**config.mk**
```make
export PLATFORM = sky130hd
export DESIGN_NAME = scheduler_nport
export DESIGN_NICKNAME = d
export VERILOG_FILES = /design/src/rtl/scheduler_nport.sv
export SDC_FILE = /design/constraint.sdc
export NUM_CORES = 1
export LEC_CHECK = 0
export BUFFER_PORTS_ARGS = -buffer_cell sky130_fd_sc_hd__buf_2
export CORE_AREA = 2 2 120 122
export DETAILED_ROUTE_END_ITERATION = 6
export DIE_AREA = 0 0 122 124
export PLACE_DENSITY = 0.67
export SYNTH_ARGS = -nofsm -noshare
export SYNTH_HDL_FRONTEND = slang
export SYNTH_SLANG_ARGS = --single-unit
```
**constraint.sdc**
```tcl
create_clock -name clk -period 0.8 [get_ports clk]
set_input_delay 0.08 -clock clk [delete_from_list [all_inputs] [get_ports clk]]
set_output_delay 0.08 -clock clk [all_outputs]
set_load 0.1 [all_outputs]
```
**src/rtl/scheduler_nport.sv**
```systemverilog
// ---------------------------------------------------------------------------
// scheduler_nport
//
// Shares one BRAM bank among NUM_PORTS requesters. Each cycle one in-range
// requester is picked and its access is driven to the BRAM on the next edge.
// Read results return on rvalid_o after MEM_LATENCY cycles. A small tag
// pipeline follows each read so that the data reaches the right port.
//
// Optional feature macro: SCHED_RR_EN
//   defined   -> round-robin arbitration with a rotating search pointer
//   undefined -> fixed priority, port 0 highest
//
// Ports
//   clk          sole clock, rising edge
//   rst_n        asynchronous active-low reset
//   req_i        per-port request, held until granted
//   we_i         per-port write enable (qualified by req_i)
//   addr_i       packed per-port addresses, port 0 in LSBs
//   wdata_i      packed per-port write data, port 0 in LSBs
//   gnt_o        registered one-hot grant pulse
//   stall_o      registered: port was eligible last cycle and lost
//   rvalid_o     one-hot read-data-valid pulse
//   rdata_o      read data shared by all ports (mem_rdata_i passed through)
//   mem_en_o     registered BRAM enable
//   mem_we_o     registered BRAM write enable
//   mem_addr_o   registered absolute BRAM address
//   mem_wdata_o  registered BRAM write data
//   mem_rdata_i  BRAM read data, valid MEM_LATENCY cycles after a read
// ---------------------------------------------------------------------------
module scheduler_nport #(
    parameter int NUM_PORTS   = 4,
    parameter int ADDR_WIDTH  = 13,
    parameter int DATA_WIDTH  = 32,
    parameter int LOWER_ADDR  = 0,
    parameter int UPPER_ADDR  = 4,
    parameter int MEM_LATENCY = 1
) (
    input  logic                             clk,
    input  logic                             rst_n,
    input  logic [NUM_PORTS-1:0]             req_i,
    input  logic [NUM_PORTS-1:0]             we_i,
    input  logic [NUM_PORTS*ADDR_WIDTH-1:0]  addr_i,
    input  logic [NUM_PORTS*DATA_WIDTH-1:0]  wdata_i,
    output logic [NUM_PORTS-1:0]             gnt_o,
    output logic [NUM_PORTS-1:0]             stall_o,
    output logic [NUM_PORTS-1:0]             rvalid_o,
    output logic [DATA_WIDTH-1:0]            rdata_o,
    output logic                             mem_en_o,
    output logic                             mem_we_o,
    output logic [ADDR_WIDTH-1:0]            mem_addr_o,
    output logic [DATA_WIDTH-1:0]            mem_wdata_o,
    input  logic [DATA_WIDTH-1:0]            mem_rdata_i
);

    localparam int IDX_W = $clog2(NUM_PORTS);

    // The range test is done as one unsigned compare on the offset from
    // LOWER_ADDR: addresses below LOWER_ADDR wrap to large values and fail.
    localparam logic [ADDR_WIDTH-1:0] LO_A = ADDR_WIDTH'(LOWER_ADDR);
    localparam logic [ADDR_WIDTH-1:0] SPAN = ADDR_WIDTH'(UPPER_ADDR - LOWER_ADDR);

    logic [NUM_PORTS-1:0]  eligible;
    logic                  winnerValid;
    logic [IDX_W-1:0]      winnerIdx;
    logic [ADDR_WIDTH-1:0] winAddr;
    logic [DATA_WIDTH-1:0] winData;
    logic                  winWe;
    logic [NUM_PORTS-1:0]  gnt_d;
    logic [NUM_PORTS-1:0]  stall_d;

    logic [NUM_PORTS-1:0]  gnt_q;
    logic [NUM_PORTS-1:0]  stall_q;
    logic                  mem_en_q;
    logic                  mem_we_q;
    logic [ADDR_WIDTH-1:0] mem_addr_q;
    logic [DATA_WIDTH-1:0] mem_wdata_q;
    logic [IDX_W-1:0]      issueIdx_q;
    logic [MEM_LATENCY-1:0] tagValid_q;
    logic [IDX_W-1:0]      tagIdx_q [MEM_LATENCY];

`ifdef SCHED_RR_EN
    logic [IDX_W-1:0]      rrPtr_q;
    logic [IDX_W-1:0]      rrPtr_d;
`endif

    // Eligibility per port: request present and address inside the bank.
    always_comb begin
        logic [ADDR_WIDTH-1:0] offset;
        offset   = '0;
        eligible = '0;
        for (int i = 0; i < NUM_PORTS; i++) begin
            offset      = addr_i[i*ADDR_WIDTH +: ADDR_WIDTH] - LO_A;
            eligible[i] = req_i[i] && (offset <= SPAN);
        end
    end

    // Winner selection. Loops run from the lowest priority candidate up so
    // the last hit (the highest priority) is the one that sticks.
    always_comb begin
        winnerValid = 1'b0;
        winnerIdx   = '0;
`ifdef SCHED_RR_EN
        begin
            int cand;
            cand = 0;
            for (int k = NUM_PORTS - 1; k >= 0; k--) begin
                cand = int'(rrPtr_q) + k;
                if (cand >= NUM_PORTS) cand = cand - NUM_PORTS;
                if (eligible[cand[IDX_W-1:0]]) begin
                    winnerValid = 1'b1;
                    winnerIdx   = IDX_W'(cand);
                end
            end
        end
        rrPtr_d = rrPtr_q;
        if (winnerValid) begin
            rrPtr_d = (winnerIdx == IDX_W'(NUM_PORTS - 1)) ? '0 : winnerIdx + IDX_W'(1);
        end
`else
        for (int i = NUM_PORTS - 1; i >= 0; i--) begin
            if (eligible[i]) begin
                winnerValid = 1'b1;
                winnerIdx   = IDX_W'(i);
            end
        end
`endif
    end

    // Route the winner's access fields and form the grant/stall vectors.
    always_comb begin
        winAddr = '0;
        winData = '0;
        winWe   = 1'b0;
        gnt_d   = '0;
        for (int i = 0; i < NUM_PORTS; i++) begin
            if (IDX_W'(i) == winnerIdx) begin
                winAddr = addr_i[i*ADDR_WIDTH +: ADDR_WIDTH];
                winData = wdata_i[i*DATA_WIDTH +: DATA_WIDTH];
                winWe   = we_i[i];
            end
        end
        if (winnerValid) gnt_d[winnerIdx] = 1'b1;
        stall_d = eligible & ~gnt_d;
    end

    // Registered grant, stall and BRAM command. Address and write data only
    // move on a grant so they hold through idle cycles.
    always_ff @(posedge clk or negedge rst_n) begin
        if (!rst_n) begin
            gnt_q       <= '0;
            stall_q     <= '0;
            mem_en_q    <= 1'b0;
            mem_we_q    <= 1'b0;
            mem_addr_q  <= '0;
            mem_wdata_q <= '0;
            issueIdx_q  <= '0;
        end else begin
            gnt_q    <= gnt_d;
            stall_q  <= stall_d;
            mem_en_q <= winnerValid;
            mem_we_q <= winnerValid & winWe;
            if (winnerValid) begin
                mem_addr_q  <= winAddr;
                mem_wdata_q <= winData;
                issueIdx_q  <= winnerIdx;
            end
        end
    end

    // Read tag pipeline: stage 0 is loaded from the cycle the read is on the
    // BRAM pins, so the last stage lines up with the BRAM data. Reset empties
    // it, which discards any read still in flight.
    always_ff @(posedge clk or negedge rst_n) begin
        if (!rst_n) begin
            tagValid_q <= '0;
            for (int s = 0; s < MEM_LATENCY; s++) tagIdx_q[s] <= '0;
        end else begin
            tagValid_q[0] <= mem_en_q & ~mem_we_q;
            tagIdx_q[0]   <= issueIdx_q;
            for (int s = 1; s < MEM_LATENCY; s++) begin
                tagValid_q[s] <= tagValid_q[s-1];
                tagIdx_q[s]   <= tagIdx_q[s-1];
            end
        end
    end

`ifdef SCHED_RR_EN
    // Round-robin search pointer; it only moves on a grant.
    always_ff @(posedge clk or negedge rst_n) begin
        if (!rst_n) rrPtr_q <= '0;
        else        rrPtr_q <= rrPtr_d;
    end
`endif

    // Decode the returning tag into a one-hot valid.
    always_comb begin
        rvalid_o = '0;
        if (tagValid_q[MEM_LATENCY-1]) rvalid_o[tagIdx_q[MEM_LATENCY-1]] = 1'b1;
    end

    assign rdata_o     = mem_rdata_i;
    assign gnt_o       = gnt_q;
    assign stall_o     = stall_q;
    assign mem_en_o    = mem_en_q;
    assign mem_we_o    = mem_we_q;
    assign mem_addr_o  = mem_addr_q;
    assign mem_wdata_o = mem_wdata_q;

endmodule

```
# Word level (Yosys, flattened, before mapping)
# Index checks and enable logic that the tools add are counted.
# Widths: inputs -> output; s select.
[word_totals]
ff_bits = 60
output_inout_bits = 91
wordCells = 58
[classes]
n_lt_le_gt_ge = 8
n_eq_ne = 3
n_mux = 26
bitwise_logic = 5
n_reduce_logical = 7
[op_table]
columns = ["cell", "count"]
rows = [
  ["$mux 32", 4],
  ["$le 13x3->1 const B", 4],
  ["$mux 13", 4],
  ["$mux 1", 10],
  ["$mux 2", 4],
  ["$mux 4", 2],
  ["$logic_and 1x1->1", 6],
  ["$lt 2x3->1 const B", 2],
  ["$and 4x4->4", 1],
  ["$demux 1 s2", 2],
  ["$eq 2x2->1 const A", 2],
  ["$ge 2x1->1 const B", 2],
  ["$not 4->4", 1],
  ["$and 1x1->1", 2],
  ["$eq 1x2->1 const A", 1],
  ["$logic_not 2->1", 1],
  ["$not 1->1", 1],
]

# Logic depth before layout (Yosys ltp)
# Gate-level depths: netlist of run 1.
[logic_depth]
word_depth = 13
depth_mapped = 9
ltp_nobuf = 7

# Worst setup path before layout of run 1
# No wires, ideal clock.
[synth_timing]
path_kind = "register -> output"
from = "register tagIdx_q[0] in the netlist's numbering"
to = "output port rvalid_o[0]"
t_arrival_ns = 2.598
required_time_ns = 0.720
path_slack_ns = -1.878
stages_incl_launch_ff = 2
n_path_buf = 0
cell_sequence = "dfrtp_1 nor3b_1"
[synth_via]
elab_chain_cells = 5
word_cells_on_any_way = 6
classes_between = "order compare (2); mux (3); reduce/logical (1)"
[synth_rtl]
columns = ["element", "line_no", "text"]
rows = [
  ["start, declared", "79", "logic [IDX_W-1:0] tagIdx_q [MEM_LATENCY];"],
  ["start signal, assigned by index", "182", "tagIdx_q[s] <= tagIdx_q[s-1];"],
  ["$lt 2x3->1 (not written as such) or $ge 2x1->1 (tied branches)", "198", "if (tagValid_q[MEM_LATENCY-1]) rvalid_o[tagIdx_q[MEM_LATENCY-1]] = 1'b1;"],
  ["$logic_and 1x1->1 (not written as such)", "198", ""],
  ["$mux 1 (not written as such)", "198", ""],
  ["$demux 1 s2 *", "198", ""],
  ["$mux 4 *", "198", ""],
  ["end, declared", "46", "output logic [NUM_PORTS-1:0] rvalid_o,"],
]
# Mark *: on every way between the ends. The rest lies on a longest branch, timed or not.

# Final worst setup path of run 1
[layout_timing]
from = "input port addr_i[22]"
to = "register mem_wdata_q[17], in the netlist mem_wdata_o[17]"
[layout_via]
elab_chain_cells = 9
word_cells_on_any_way = 14
classes_between = "order compare (1); eq/ne (3); mux (8); reduce/logical (2)"
[layout_rtl]
columns = ["element", "line_no", "text"]
rows = [
  ["start, declared", "42", "input logic [NUM_PORTS*ADDR_WIDTH-1:0] addr_i,"],
  ["$le 13x3->1 *", "93", "eligible[i] = req_i[i] && (offset <= SPAN);"],
  ["$logic_and 1x1->1 *", "93", ""],
  ["$mux 2 (2 in series)", "121", "if (eligible[i]) begin"],
  ["$logic_not 2->1", "136", "if (IDX_W'(i) == winnerIdx) begin"],
  ["$mux 32 (4 in series)", "136", ""],
  ["end signal, assigned", "164", "mem_wdata_q <= winData;"],
  ["end, declared", "76", "logic [DATA_WIDTH-1:0] mem_wdata_q;"],
]
# Marked as above.
# A chain may end at the register's enable or synchronous reset.

==> results by group, run 1 <==
Timing
  • Hold Vio Cnt, Final: 0
  • Tcrit/Tclk final: 163%
  • RSZ-0062 raised after global routing: true
  • Final setup violation count: around 120
  • Clock skew: about 0.0023 ns
  • Fmax: 766 MHz
  • Worst-Margin Slew: 0.533 ns
  • Min cycle time layout: 1.31 ns
  • Post-route setup slack: -0.505 ns
  • Pins Over Slew Limit: 0
  • Hold slack: around 0.0086 ns
  • Rel. slew slack: between 60% and 70%

Final layout
  • Most common cell after layout, fill and taps aside: buf_2
  • Layout area overhead: 126%
  • Layout cells sized above 1: 79.5%
  • Final #Nets: 884
  • Most frequent cells in the layout: buf_2 (177), buf_12 (74), buf_4 (51)
  • Fin cells: around 850
  • Design area: 7750 µm²

Worst hold path
  • Hold Path Cell Cnt: 3
  • Tightest Hold Check Type: primary input to register
  • Endpoint of the worst hold path: mem_wdata_o[28]$_DFFE_PN0N_
  • Worst hold start: wdata_i[60]

Floorplanning
  • Initial core utilization: 24.9%
  • CORE AREA: 13700 µm²
  • # rows: between 40 and 50
  • Die height: 124 µm
  • Die Wd: 122 µm
  • Die area: 15100 µm²
  • IO Pins: 313

Critical path
  • CP Capture Type: register
  • Critical path launch point type: primary input
  • Setup CP Type: primary input to register
  • Worst reg-to-reg path cell count: 3
  • R2r setup slk: -0.19 ns
  • Worst R2R Start: mem_addr_o[1]$_DFFE_PN0N_
  • Worst EP arrival: 1.52 ns
  • Crit Reg-Reg Endpoint: mem_addr_o[1]$_DFFE_PN0N_
  • CP max stage delay: 0.36 ns
  • CP required: 1.02 ns
  • CP Cell Sequence: buf_8 -> nor4_4 -> and4_4 -> buf_6 -> o31ai_4 -> buf_12 -> a22oi_2 -> a21oi_1
  • Max stage delay cell, worst path: nor4_4
  • CP max FO: 17

Clock tree
  • CTS Buf Count: 9
  • Worst-Skew Late Latency: 0.33 ns
  • Clock Sink Count: 60
  • CTS tree: done
  • Clock transition at path regs: around 0.060 ns
  • H-tree levels: 3
  • Max Root-Sink Buffers: 2
  • Clk root buf: clkbuf_16

Drt
  • DRT iter0 DRCs: 188
  • Antenna Violating Nets Remaining: 0
  • DR vias: 4130
  • Drt via density: 4.87
  • Met1 WL: 6590 µm
  • Metal3 WL: 1230 µm
  • Post-Route WL: 17100 µm
  • Drc violations: 0
  • Wire length per cell: 20.1 µm
  • Routed wl met2: 8720 µm
  • Highest Signal Layer: met4
  • 1st-pass router iterations: 4

Logic synthesis
  • Post-synth EDFFs: 0
  • Netlist cell types: 43
  • Post-synthesis sequential area ratio: 43.9%
  • Synth warnings: 0
  • Yosys top cell by area: dfrtp_1
  • Post-Syn Instances: about 340
  • Synthesized flop and latch total: 60
  • Area fraction of the dominant cell type after synthesis: 43.9%
  • Synthesized Nets: 561
  • Main flop type after synthesis: dfrtp_1
  • Mean Syn Cell Area: 10.1 µm²
  • Post-synth ARST share: between 90% and 100%
  • Area of the mapped netlist: 3420 µm²
  • Area contributors post-synth: dfrtp_1 (44%), buf_4 (8.3%), o221ai_1 (7.4%), a22oi_1 (3.7%), nand2_1 (3.7%)

Run
  • MaxCap Viol Count: 0

Power
  • P_sw: 3.04 mW
  • Clock network power share: 39.3%
  • PD cells: 1270 nW/µm²
  • Combinational Power Share: 26.9%
  • Pleak: 3.61 nW
  • Seq pwr share: 33.8%
  • Worst VDD drop: 0.940 mV
  • Internal power: 6.77 mW
  • Total power: 9.81 mW
  • Switching Share: about 31%

Status
  • Violated checks: negative setup slack
  • Outcome: finished, violations left

Global route
  • Vias in the first global route: 4045
  • GRT overflow: 0
  • First-pass GRT wire length: 22400 µm
  • Initial antenna violation count: 1
  • Gr usage total: 19.8%
  • Largest net degree at the start of global routing: 51

Placed design
  • Dpl hpwl: 10700 µm
  • # port buffers: 248
  • Post-Place Cells: 750
  • Final weighted congestion in routability-driven placement: 0.888
  • DP Area: 5990 µm²
[registers in the layout, indices dropped and copies added, names as in the netlist]
register and cells:
mem_addr_o 13, issueIdx_q 2, tagIdx_q 2, gnt_o 4, tagValid_q 1, mem_wdata_o 32, mem_we_o 1, stall_o 4
mem_en_o 1
[cells in the mapped netlist, types with 2 or more instances]
cell,n
nand2_1,34
nor2_1,32
o221ai_1,29
dfrtp_1,60
o22ai_1,6
a22oi_2,6
buf_4,38
and4_1,3
buf_6,2
nor4_4,2
nor3b_1,4
nor4_2,2
mux2_4,6
a32oi_1,3
a22oi_1,17
mux2i_1,10
a21oi_1,21
clkbuf_1,5
o21ai_0,3
and2_1,10
o21ai_1,3
buf_2,8
nor4_1,4
a31oi_1,9
nand4_1,2
nand2_2,3
[stage by stage]
| step | util [%] | setup WS, ns | TNS [ns] |
|---|---|---|---|
| after floorplan | - | -0.540 | -27.42 |
| after global placement | 43.7 | -1.19 | -49.77 |
| after detailed placement | 43.7 | -1.21 | -51.17 |
| after CTS | 51.3 | -0.492 | -34.32 |
| after global routing | 56.5 | -0.567 | -38.67 |
| final | 56.5 | -0.505 | -34.11 |
[worst max-delay path, delay by kind of cell]
family | cells | cell delay (ns)
buffers and inverters | 3 | 0.40
and+or+nand+nor | 2 | 0.66
AOI/OAI and AO/OA | 3 | 0.37
[power by group through the flow]
| stage | sequential (mW) | clock [mW] | combinational (mW) |
|---|---|---|---|
| global route | 3.33 | 4.07 | 2.75 |
| finish | 3.32 | 3.85 | 2.64 |
| detailed placement | 3.37 | 0 | 2.32 |
| CTS | 3.31 | 3.95 | 2.46 |
| global placement | 3.36 | 0 | 2.30 |
| floorplan | 4.14 | 0 | 0.981 |
[how the worst max path moves through the flow]
stage	from	to	slack, ns
after global placement	req_i[1]	mem_wdata_o[1]$_DFFE_PN0N_	-1.19
final	addr_i[22]	mem_wdata_o[17]$_DFFE_PN0N_	-0.51
after CTS	tagIdx_q[1]$_DFF_PN0_	rvalid_o[1]	-0.49
after global routing	addr_i[10]	mem_wdata_o[1]$_DFFE_PN0N_	-0.57
after detailed placement	req_i[1]	mem_wdata_o[12]$_DFFE_PN0N_	-1.21
after floorplan	tagIdx_q[1]$_DFF_PN0_	rvalid_o[0]	-0.54
[layout make-up]
cell class | count | area [µm²]
repair buffers | 363 | 3500
well taps | 180 | 225
inverters | 2 | 12.5
clock inverters | 6 | 63.8
clock buffers | 10 | 229
fillers | 1129 | 5970
flip-flops and latches | 60 | 1570
diodes | 1 | 2.50
multi-input cells | 226 | 2140
[routing by layer]
layer | vias to the layer above | global-route usage, %
li1 | 1892 | -
met1 | 1990 | 24.4
met2 | 200 | 32.5
met3 | 48 | 5.22
met4 | 0 | 9.05
met5 | - | 0
[kinds of logic after synthesis]
kind of cell	Yosys count	share of synthesized area (%)
other cells	1	0.110
mux	16	5.56
flops	60	43.9
compound gates	101	21.9
simple gates	105	17.1
buf+inv	56	11.4
[what timing repair did]
action,CTS,global route
hold buffers,22,0
pin swaps,17,58
buffers inserted,19,33
resized for setup,58,104
cloned,6,7
setup endpoints to repair,113,114
endpoints found under the hold margin,73,0
(Power assumes the default switching activity.)
==> run 2: changes to the inputs <==
PLACE_DENSITY = 0.62   (was 0.67)
==> run 2 against run 1 <==
Effect of this change:
- the flow still finishes with violations (negative setup slack)
- register-to-register slack improved by 0.14 ns
- die area did not move
- global-route usage fell by 1.1 points
- non-clock buffer count fell by 8
- clock-buffer cell count fell by 1
- core utilization fell by 0.72 points
- via count fell by 0.58%
- fmax rose by 2.1%
==> results by group, run 2 (synthesized netlist as in run 1, its figures left out) <==
Clock tree
  • CTS Buf Count: 9 (unchanged)
  • Clk root buf: clkbuf_16
  • Clock transition at path regs: 0.06 ns (about the same)
  • Max Root-Sink Buffers: 2 (unchanged)
  • H-tree levels: 3 (unchanged)
  • CTS tree: done
  • Clock Sink Count: 60 (unchanged)
  • Worst-Skew Late Latency: 0.32 ns (about the same)

Critical path
  • Critical path launch point type: register
  • CP Capture Type: primary output
  • Worst EP arrival: 1.20 ns (-0.32 ns)
  • Setup CP Type: register to primary output
  • CP required: 0.72 ns (-0.30 ns)
  • R2r setup slk: -0.05 ns (+0.14 ns)
  • CP max FO: 4 (-13)

Floorplanning
  • Die area: 15100 µm² (unchanged)
  • Die height: 124 µm (unchanged)
  • # rows: 43 (unchanged)
  • CORE AREA: 13700 µm² (unchanged)
  • IO Pins: 313 (unchanged)
  • Die Wd: 122 µm (unchanged)
  • Initial core utilization: 24.9% (unchanged)

Global route
  • Gr usage total: 18.8% (-1.1 points)
  • GRT overflow: 0 (unchanged)
  • Initial antenna violation count: 1 (unchanged)
  • First-pass GRT wire length: 21700 µm (-3.1%)
  • Vias in the first global route: 4200 (+3.8%)
  • Largest net degree at the start of global routing: 41 (-20%)

Run
  • MaxCap Viol Count: 0 (unchanged)

Placed design
  • Post-Place Cells: 764 (+1.9%)
  • Final weighted congestion in routability-driven placement: 0.897 (+1.1%)
  • DP Worst Slack: -0.986 ns (+0.222 ns)
  • Dpl hpwl: 11100 µm (+3.7%)
  • # port buffers: 248 (unchanged)

Power
  • PD cells: 1290 nW/µm² (+1.9%)
  • Pleak: 3.56 nW (-1.4%)
  • Total power: 9.86 mW (+0.56%)
  • Worst VDD drop: 0.851 mV (-9.5%)

Final layout
  • Fin cells: 837 (-1.3%)
  • Max reg flops: 32 (unchanged)
  • Layout area overhead: 124%
  • Most common cell after layout, fill and taps aside: buf_2
  • Most frequent cells in the layout: buf_2 (174), buf_12 (72), buf_4 (52)
  • Final #Nets: 873 (-1.2%)
  • Layout cells sized above 1: 79.1% (-0.34 points)

Timing
  • Tcrit/Tclk final: 160% (-3.3 points)
  • Min cycle time layout: 1.28 ns (-0.0263 ns)
  • Hold Vio Cnt, Final: 0 (unchanged)
  • RSZ-0062 raised after global routing: true
  • Clock skew: 0.00262 ns (+0.000279 ns)
  • Hold slack: 0.0162 ns (+0.00762 ns)
  • Pins Over Slew Limit: 0 (unchanged)
  • Fmax: 782 MHz (+2.1%)
  • Post-route setup slack: -0.479 ns (+0.0263 ns)
  • Final setup violation count: 114 (-0.87%)

Drt
  • DR vias: 4106 (-0.58%)
  • Drt via density: 4.91 (+0.73%)
  • Antenna Violating Nets Remaining: 0 (unchanged)
  • Wire length per cell: 18.1 µm (-10%)
  • DRT iter0 DRCs: 168 (-11%)
  • 1st-pass router iterations: 4 (unchanged)
  • Drc violations: 0 (unchanged)
  • Post-Route WL: 15100 µm (-11%)

Status
  • Outcome: finished, violations left
  • Violated checks: negative setup slack

Worst hold path
  • Tightest Hold Check Type: primary input to register
run 2: cell count changes in the layout (fill, tap and decap cells not counted), sizes merged:
cell and change:
dlygate4sd3 -3, nor2 -1, buf -5, clkinv +1, clkbuf -1, nand2 -2
run 2: where the power goes:
| part | switching (mW) | internal [mW] |
|---|---|---|
| Clock | 1.48 | 2.42 |
| Sequential | 0.136 | 3.18 |
| Combinational | 1.45 | 1.20 |
run 2: stage by stage:
stage / cell area (µm²) / utilization (%) / TNS, ns
after floorplan: 3680 / - / -27.42
after global placement: 6090 / 44.4 / -39.91
after detailed placement: 6090 / 44.4 / -42.59
after CTS: 7100 / 51.7 / -34.48
after global routing: 7650 / 55.8 / -36.89
final: 7650 / 55.8 / -32.37
run 2: worst max-delay path: stages, from the launching register on:
cell     delay (ns)
dfrtp_1        0.43
and3b_2        0.28
buf_12         0.17
run 2: layout make-up:
cell class	instances	area, µm²
Antenna cell	1	2.50
Timing Repair Buffer	355	3400
Sequential cell	60	1570
Tap cell	180	225
Inverter	2	15.0
Clock inverter	7	76.3
Clock buffer	9	225
Multi-Input combinational cell	223	2140
Fill cell	1150	6070
run 2: timing repair:
item                                   CTS  global route
hold buffers                            19             0
pin swaps                               12            37
buffers inserted                        17            21
resized for setup                       81            82
setup endpoints to repair              114           114
endpoints found under the hold margin   73             0
gates cloned                             3             4
run 2: worst paths after layout:
path | startpoint | end | cells after the start
worst min register to register | issueIdx_q[1]$_DFFE_PN0N_ | tagIdx_q[1]$_DFF_PN0_ | 0
max in group asynchronous | rst_n | mem_wdata_o[11]$_DFFE_PN0N_ | 3
worst max register to register | mem_wdata_o[12]$_DFFE_PN0N_ | mem_wdata_o[12]$_DFFE_PN0N_ | 3
worst max-delay path | tagIdx_q[1]$_DFF_PN0_ | rvalid_o[1] | 2
min in group asynchronous | rst_n | issueIdx_q[1]$_DFFE_PN0N_ | 3
worst min-delay path | wdata_i[16] | mem_wdata_o[16]$_DFFE_PN0N_ | 3
run 2: per-layer routing:
| metal | routed length, µm | up-vias | GRT usage, % | part of all wire [%] |
|---|---|---|---|---|
| met5 | 0 | - | 0 | 0 |
| met4 | 416 | 0 | 7.76 | 2.7 |
| met2 | 7930 | 184 | 33.0 | 52 |
| met1 | 5840 | 2020 | 22.2 | 39 |
| met3 | 962 | 42 | 4.03 | 6.4 |
| li1 | - | 1860 | - | - |
